--- src/rtl/tm1638_key_conditioner.sv ---
// Per-key synchroniser, debouncer and press/release strobe generator for TM1638 keys.
// Optional auto-repeat on key_pressed is enabled by defining TM1638_KEY_AUTOREPEAT_EN.

module tm1638_key_lane #(
    parameter int debounce_cycles = 250000,
    parameter int repeat_delay    = 12500000,
    parameter int repeat_period   = 5000000
) (
    input  logic clock,
    input  logic reset,
    input  logic raw,
    output logic level,
    output logic pressed,
    output logic released
);
    localparam int CW = $clog2(debounce_cycles + 1);
    localparam logic [CW-1:0] CNT_LAST = CW'(debounce_cycles - 1);

    logic          s1, s2;
    logic [CW-1:0] cnt;
    logic          fire;

    // fire marks the edge on which a differing s2 has been stable long enough
    assign fire = (s2 != level) && (cnt == CNT_LAST);

    always_ff @(posedge clock or posedge reset) begin
        if (reset) begin
            s1    <= 1'b0;
            s2    <= 1'b0;
            cnt   <= '0;
            level <= 1'b0;
        end else begin
            s1 <= raw;
            s2 <= s1;
            if (s2 == level) begin
                cnt <= '0;
            end else if (fire) begin
                cnt   <= '0;
                level <= s2;
            end else begin
                cnt <= cnt + 1'b1;
            end
        end
    end

`ifdef TM1638_KEY_AUTOREPEAT_EN
    localparam int RMAX = (repeat_delay > repeat_period) ? repeat_delay : repeat_period;
    localparam int RW   = $clog2(RMAX + 1);
    localparam logic [RW-1:0] DELAY_LAST  = RW'(repeat_delay - 1);
    localparam logic [RW-1:0] PERIOD_LAST = RW'(repeat_period - 1);

    logic [RW-1:0] rpt;
    logic          armed;
    logic          rpt_fire;

    // armed selects between the initial hold delay and the steady repeat period
    assign rpt_fire = level && (rpt == (armed ? PERIOD_LAST : DELAY_LAST));

    always_ff @(posedge clock or posedge reset) begin
        if (reset) begin
            rpt   <= '0;
            armed <= 1'b0;
        end else if (!level || fire) begin
            rpt   <= '0;
            armed <= 1'b0;
        end else if (rpt_fire) begin
            rpt   <= '0;
            armed <= 1'b1;
        end else begin
            rpt <= rpt + 1'b1;
        end
    end

    // A release on the same edge wins over a due repeat
    always_ff @(posedge clock or posedge reset) begin
        if (reset) begin
            pressed  <= 1'b0;
            released <= 1'b0;
        end else begin
            pressed  <= (fire & s2) | (rpt_fire & ~fire);
            released <= fire & ~s2;
        end
    end
`else
    always_ff @(posedge clock or posedge reset) begin
        if (reset) begin
            pressed  <= 1'b0;
            released <= 1'b0;
        end else begin
            pressed  <= fire & s2;
            released <= fire & ~s2;
        end
    end
`endif

endmodule

module tm1638_key_conditioner #(
    parameter int w_key           = 8,
    parameter int debounce_cycles = 250000,
    parameter int repeat_delay    = 12500000,
    parameter int repeat_period   = 5000000
) (
    input  logic             clock,
    input  logic             reset,
    input  logic [w_key-1:0] key_raw,
    output logic [w_key-1:0] key_level,
    output logic [w_key-1:0] key_pressed,
    output logic [w_key-1:0] key_released,
    output logic             key_any
);
    for (genvar i = 0; i < w_key; i++) begin : g_lane
        tm1638_key_lane #(
            .debounce_cycles (debounce_cycles),
            .repeat_delay    (repeat_delay),
            .repeat_period   (repeat_period)
        ) u_lane (
            .clock    (clock),
            .reset    (reset),
            .raw      (key_raw[i]),
            .level    (key_level[i]),
            .pressed  (key_pressed[i]),
            .released (key_released[i])
        );
    end

    assign key_any = |key_level;

endmodule

--- config.mk ---
export PLATFORM = sky130hd
export DESIGN_NAME = tm1638_key_conditioner
export DESIGN_NICKNAME = d
export VERILOG_FILES = /design/src/rtl/tm1638_key_conditioner.sv
export SDC_FILE = /design/constraint.sdc
export NUM_CORES = 1
export LEC_CHECK = 0
export CORE_MARGIN = 8
export CORE_UTILIZATION = 55
export DETAILED_ROUTE_END_ITERATION = 8
export PLACE_DENSITY_LB_ADDON = 0.25
export RECOVER_POWER = 50
export SLEW_MARGIN = 5
export SYNTH_ARGS = -nofsm -noshare
export SYNTH_HDL_FRONTEND = slang
export SYNTH_SLANG_ARGS = --single-unit
--- constraint.sdc ---
create_clock -name clock -period 15.7 [get_ports clock]
set_input_delay 3.14 -clock clock [delete_from_list [all_inputs] [get_ports clock]]
set_output_delay 3.14 -clock clock [all_outputs]
set_load 0.01 [all_outputs]
======== Yosys cells after proc, flatten, opt, wreduce, memory -nomap -nowiden ========
Index checks and enable logic that the tools add are counted.
storage, ports and cells
  logic and storage cells ................. 145
  bits of input ports ..................... 10
  output and inout port bits .............. 25
  bits in registers ....................... 184
cells by class
  equality and inequality tests ........... 24
  mux-type cells .......................... 16
  add/subtract/negate cells ............... 8
  reduce and logical (&&, ||, !) cells .... 17
  bitwise logic cells ..................... 32
operators with widths
  kind                   count
  $mux 18                16
  $add 18x1->18 const B  8
  $eq 18x18->1 const B   8
  $and 1x1->1            16
  $not 1->1              16
  $reduce_and 2->1       8
  $eq 1x1->1             8
  $logic_and 1x1->1      8
  $ne 1x1->1             8
  $reduce_or 8->1        1

======== Depth between registers and ports, before layout ========
Gate-level depths: netlist of the first run.
  depth after elaboration ................. 4
  gate-level depth with buffers ........... 7
  gate-level depth less buffers ........... 5

======== Modules after synthesis ========
A second synthesis of the first run with hierarchy kept.
unflattened totals
  cells, all modules ...................... 819
  area total of the unflattened synthesis .. 8654.6 um^2
by module, submodules not included
  module                  area an instance (um^2)  instances  seq. area each (um^2)  cells an instance
  tm1638_key_lane         1079.8                   8          575.6                  102
  tm1638_key_conditioner  16.3                     1          0.0                    3

======== Least setup slack after synthesis of the first run ========
OpenSTA, ideal clock, no wires.
  path kind ............................... reg2out
  from .................................... register g_lane[5].u_lane.level
  to ...................................... output key_any
  buffers on the path ..................... 0
  cell stages (with the launch flop) ...... 3
  data required time ...................... 12560 ps
  data arrival time ....................... 778 ps
  setup slack ............................. 11782 ps
  cells stage by stage .................... dfrtp_1 nor4_1 nand2_1
between the ends
  word-level cells in the longest chain between the ends .. 1
ends and longest elaborated chain
  element                 line  RTL
  start, declared         12    output logic level,
  start signal, assigned  31    level <= 1'b0;
  start signal, assigned  39    level <= s2;
  $reduce_or 8->1         127   assign key_any = |key_level;
  end, declared           110   output logic key_any
Every way passes these cells.

==> metrics.txt, run 1 <==
post-synthesis simple-gate area fraction 0.255; final worst slack 8.55 ns; Synth Area in XOR/XNOR 0.122; post-route setup TNS 0 ns; DRC 0; Final setup viols 0; hpwl dp 10.8 mm; Setup crit end kind async pin; DR vias just over 6000; RSZ-0062 raised after global routing false; gp weighted congestion between 0.8 and 0.9; pin count of the biggest net entering global routing 118; Slew Limit Fails between 150 and 200; final core utilization 0.611; Worst Tran Pin Value 4.99 ns; Layout area overhead 10.5%; Post-CTS Resized 0; CP Class in -> async; final net count slightly below 900; sequential share of the synthesized area 0.532; Worst Path Arrival between 7 and 8 ns; die footprint 0.0200 mm2; most used cells in the layout excluding fill and tap cells dfrtp_1 (184), nor2_1 (151), xnor2_1 (84), nand4_1 (51), nor4_1 (47); largest family of logic cells by synthesized area simple AND/OR/NAND/NOR gates; CTS Buf Count 17; async set or reset register ratio after synthesis 1.00; cts hold-fix bufs 0; Post-synth EDFFs 0; routed wire length 16.2 mm; Hold Violations, Final 0; Place WS 10.36 ns; Syn Nets between 800 and 900; DR pass1 iterations 7; final period utilization 0.455; port bufs 34; Netlist cell types 48; Final Skew 0.00922 ns; clk sinks between 150 and 200; Via density 5.64; Pleak approximately 3.8 nW; VDD IR-drop max roughly 0.000076 V; Rel. slew slack -2.33; Crit path required time between 15 and 20 ns; commonest non-fill, non-tap cell in the layout dfrtp_1; Max-Cap Viols 5; GRT Residual Overflow 0; num ports 35; Avg Synthesized Cell Area 10.1 um2; initial antenna violation count 0; drt initial violations roughly 400; Compound-Gate Fraction of Synth Area 0.0293; clk root buf clkbuf_16; Top FF cell, synth dfrtp_1; Die Span Y 141 um; fin cells 1093; Post-CTS Setup Repair Bufs 0; share of cells above drive strength 1 0.0445; H-tree levels 4; Global Route Usage Sum 0.170; violated checks capacitance limit, slew limit; global-route wire length before repair 27.8 mm; Synth Cell Area roughly 0.0087 mm2; max frequency approximately 140 MHz; Post-Syn Instances 854; outcome finished, violations left; Critical Path Start Type input port; core area 0.0157 mm2; Fill cells 1251; number of global-route vias before repair 6059; mux share of post-synthesis cell area 0.00809; clk buf depth 2; CP max FO around 120; antenna-violating nets left 0; Clock transition at path regs 0.06 ns; cell count after placement between 1000 and 1500; Initial Utilization 0.553; Row Count 46; worst min-delay path category reg -> reg; PwrDens 100 mW/mm2; post-route cell area 0.00957 mm2; area post-placement 0.00901 mm2; Synth Area in Adders 0.0116; Final Critical Period 7.15 ns; #FFs+latches synth 184; diodes inserted 0; CTS tree done; WL per Instance approximately 15 um; Clock Latency Late Sink between 0.4 and 0.5 ns; Die Width roughly 140 um; yosys warns 0
layout make-up:
class	instances	area [um2]	area share
Clock buffer	21	450	0.0471
Multi-Input combinational cell	602	3640	0.381
Tap cell	216	270	0.0283
Timing Repair Buffer	35	348	0.0364
Sequential cell	184	4600	0.481
Clock inverter	9	150	0.0157
Inverter	26	98.8	0.0103
cell families (layout without fill, tap and decap cells):
logic type	Yosys count	in the layout
simple gates	427	427
compound gates	40	40
mux	6	6
buf+inv	68	91
fa+ha+maj	8	8
xor+xnor	121	121
flops	184	184
registers in the layout, indices dropped and copies added (netlist names):
signal / count
g_lane.u_lane.pressed: 8
g_lane.u_lane.cnt: 144
g_lane.u_lane.released: 8
g_lane.u_lane.level: 8
g_lane.u_lane.s2: 8
g_lane.u_lane.s1: 8
cells in the mapped netlist (15+ instances only):
master / instances / area share
nand3_1: 43 / 0.025
inv_1: 26 / 0.011
nor3_1: 26 / 0.015
nand2_1: 41 / 0.018
buf_4: 27 / 0.023
nand4_1: 51 / 0.037
dfrtp_1: 184 / 0.53
a21oi_1: 15 / 0.0087
xor2_1: 37 / 0.037
nor4_1: 47 / 0.034
xnor2_1: 84 / 0.085
nor2_1: 151 / 0.065
critical path: stages:
cell	delay, ns
dlygate4sd3_1	0.55
clkinvlp_2	2.70
buf_4	1.00
metrics by stage:
stage	total power, W	hold WS (ns)
2_1_floorplan	0.000518	0.331
3_3_place_gp	0.000526	0.336
3_5_place_dp	0.000528	0.338
4_1_cts	0.000967	0.352
5_1_grt	0.000992	0.352
6_report	0.000957	0.351
path summary, 6_finish.rpt:
check	from	end	slack, ns	cells after the start
worst max register to register	g_lane[0].u_lane.cnt[0]	g_lane[0].u_lane.cnt[11]	12.43	5
max in group clock	g_lane[2].u_lane.level	key_any	10.62	3
worst max-delay path	reset	g_lane[1].u_lane.cnt[13]	8.55	3
worst min register to register	g_lane[0].u_lane.s1	g_lane[0].u_lane.s2	0.35	0
worst min-delay path	g_lane[0].u_lane.s1	g_lane[0].u_lane.s2	0.35	0
min in group asynchronous	reset	g_lane[7].u_lane.pressed	4.62	2
per-layer routing:
| metal | GRT usage | part of all wire |
|---|---|---|
| met3 | 0.0433 | 0.042 |
| met5 | 0 | 0 |
| met1 | 0.207 | 0.45 |
| met2 | 0.289 | 0.50 |
| met4 | 0.0605 | 0.0089 |
power breakdown:
part	total [W]	internal [W]	switching (W)
Combinational	0.0000282	0.00000785	0.0000204
Clock	0.000439	0.000268	0.000171
Sequential	0.000489	0.000481	0.00000797
Note: power is estimated with default switching activity, not from simulation.
==> run 2, diff against run 1 <==
- clock period: 15.7 -> 7.4 ns (I/O delays scaled with it)
==> metrics.txt, run 2 (synthesized netlist as in run 1, its figures left out) <==
outcome finished, violations left (unchanged); violated checks capacitance limit, slew limit (unchanged); drt initial violations 344 (was 411); port bufs 34 (unchanged); number of global-route vias before repair 5929 (was 6059); PwrDens 202 mW/mm2 (was 100 mW/mm2); Die Width 141 um (unchanged); Die Span Y 141 um (unchanged); worst min-delay path category reg -> reg (unchanged); VDD IR-drop max 0.000163 V (was 0.0000758 V); Fill cells 1286 (was 1251); Critical Path Start Type register (was input port); Max-Cap Viols 3 (was 5); DR pass1 iterations 4 (was 7); Via density 5.53 (was 5.64); r2r setup slk 4.19 ns (was 12.43 ns); pin count of the biggest net entering global routing 106 (was 118); CP Class reg -> out (was in -> async); Sw Ratio 0.217 (was 0.209); Switching Power 0.000418 W (was 0.000200 W); Hold Violations, Final 0 (unchanged); DRC 0 (unchanged); Setup crit end kind primary output (was async pin); post-route cell area 0.00951 mm2 (was 0.00957 mm2); Flop pwr share 0.539 (was 0.511); Rel. slew slack -0.289 (was -2.33); Multi-input gate area 0.00365 mm2 (was 0.00364 mm2); final period utilization 0.462; Global Route Usage Sum 0.166 (was 0.170); WL per Instance 14.5 um (was 14.8 um); Final Skew 0.00446 ns (was 0.00922 ns); antenna-violating nets left 0 (unchanged); share of cells above drive strength 1 0.0455 (was 0.0445); Clock Latency Late Sink 0.42 ns (was 0.43 ns); max frequency 293 MHz; sequential standard cell area 0.00460 mm2 (unchanged); Final setup viols 0 (unchanged); final core utilization 0.607 (was 0.611); gp weighted congestion 0.851 (was 0.835); initial antenna violation count 0 (unchanged); post-route setup TNS 0 ns (unchanged); RSZ-0062 raised after global routing false (unchanged); num ports 35 (unchanged); Clock transition at path regs 0.06 ns (about the same); most used cells in the layout excluding fill and tap cells dfrtp_1 (184), nor2_1 (151), xnor2_1 (84), nand4_1 (51), nor4_1 (47) (unchanged); diodes inserted 0 (unchanged); Worst Tran Pin Value 1.91 ns (was 4.99 ns); Crit path required time 5.92 ns (was 16.16 ns); area post-placement 0.00901 mm2 (unchanged); final net count 884 (unchanged); GRT Residual Overflow 0 (unchanged); clock share of power 0.430 (was 0.459); CP max FO 6 (was 117); Biggest register g_lane.u_lane.cnt (unchanged); clk buf depth 2 (unchanged); hpwl dp 10.8 mm (about the same); cts hold-fix bufs 0 (unchanged); clk root buf clkbuf_16 (unchanged); Pint 0.00151 W (was 0.000757 W); CTS Buf Count 17 (unchanged); Worst Path Arrival 1.94 ns (was 7.61 ns); die footprint 0.0200 mm2 (unchanged); Row Count 46 (unchanged); Post-CTS Resized 0 (unchanged); global-route wire length before repair 27.4 mm (was 27.8 mm); commonest non-fill, non-tap cell in the layout dfrtp_1 (unchanged); routed wire length 15.9 mm (was 16.2 mm); CTS tree done (unchanged); Final Critical Period 3.42 ns; Initial Utilization 0.553 (unchanged); Layout area overhead 9.86% (was 10.5%); Post-CTS Setup Repair Bufs 0 (unchanged); H-tree levels 4 (unchanged); Slew Limit Fails 56 (was 193); Comb power frac 0.031 (was 0.029); Largest register FFs 144 (unchanged); clk sinks 184 (unchanged); DR vias 6060 (was 6167); Pleak 3.79 nW (was 3.81 nW); core area 0.0157 mm2 (unchanged)
==> run 2: final timing paths <==
check / start / endpoint / cells after the start
min in group asynchronous: reset / g_lane[7].u_lane.pressed / 2
worst max register to register: g_lane[5].u_lane.cnt[6] / g_lane[5].u_lane.cnt[7] / 4
worst min-delay path: g_lane[0].u_lane.s1 / g_lane[0].u_lane.s2 / 0
worst max-delay path: g_lane[0].u_lane.level / key_any / 3
worst min register to register: g_lane[0].u_lane.s1 / g_lane[0].u_lane.s2 / 0
max in group asynchronous: reset / g_lane[3].u_lane.pressed / 3
==> run 2: area by class of cell <==
cell class / count / share of cell area
timing repair buffer: 35 / 0.0366
clock buffer: 23 / 0.0482
multi-input combinational: 602 / 0.384
tap: 216 / 0.0284
clock inverter: 9 / 0.00803
sequential: 184 / 0.484
inverter: 26 / 0.0108
==> run 2: through the flow <==
step                      std cells  setup slack, ns  hold slack, ns  power [W]
after floorplan                 854            0.920           0.331    0.00110
after global placement         1063             3.73           0.334    0.00112
after detailed placement       1063             3.67           0.336    0.00112
after CTS                      1095             3.83           0.350    0.00195
after global routing           1095             3.75           0.363    0.00200
final                          1095             3.98           0.349    0.00192
==> run 2: routing by layer <==
layer | wire (um) | track usage
met5 | 0 | 0
met3 | 548 | 0.0376
met2 | 7470 | 0.263
met4 | 266 | 0.0627
met1 | 7640 | 0.220
==> run 2: power groups by stage <==
stage,combinational [W],sequential [W],clock [W]
after floorplan,0.0000489,0.00105,0
after global placement,0.0000611,0.00105,0
after detailed placement,0.0000643,0.00106,0
after CTS,0.0000646,0.00104,0.000850
after global routing,0.0000708,0.00104,0.000888
final,0.0000603,0.00104,0.000827
==> run 2: worst max-delay path, cell delays in order, from the launching register on <==
cell             delay, ns
dfrtp_1               0.46
nor4_1                0.46
nand2_1               0.10
clkdlybuf4s50_1       0.50
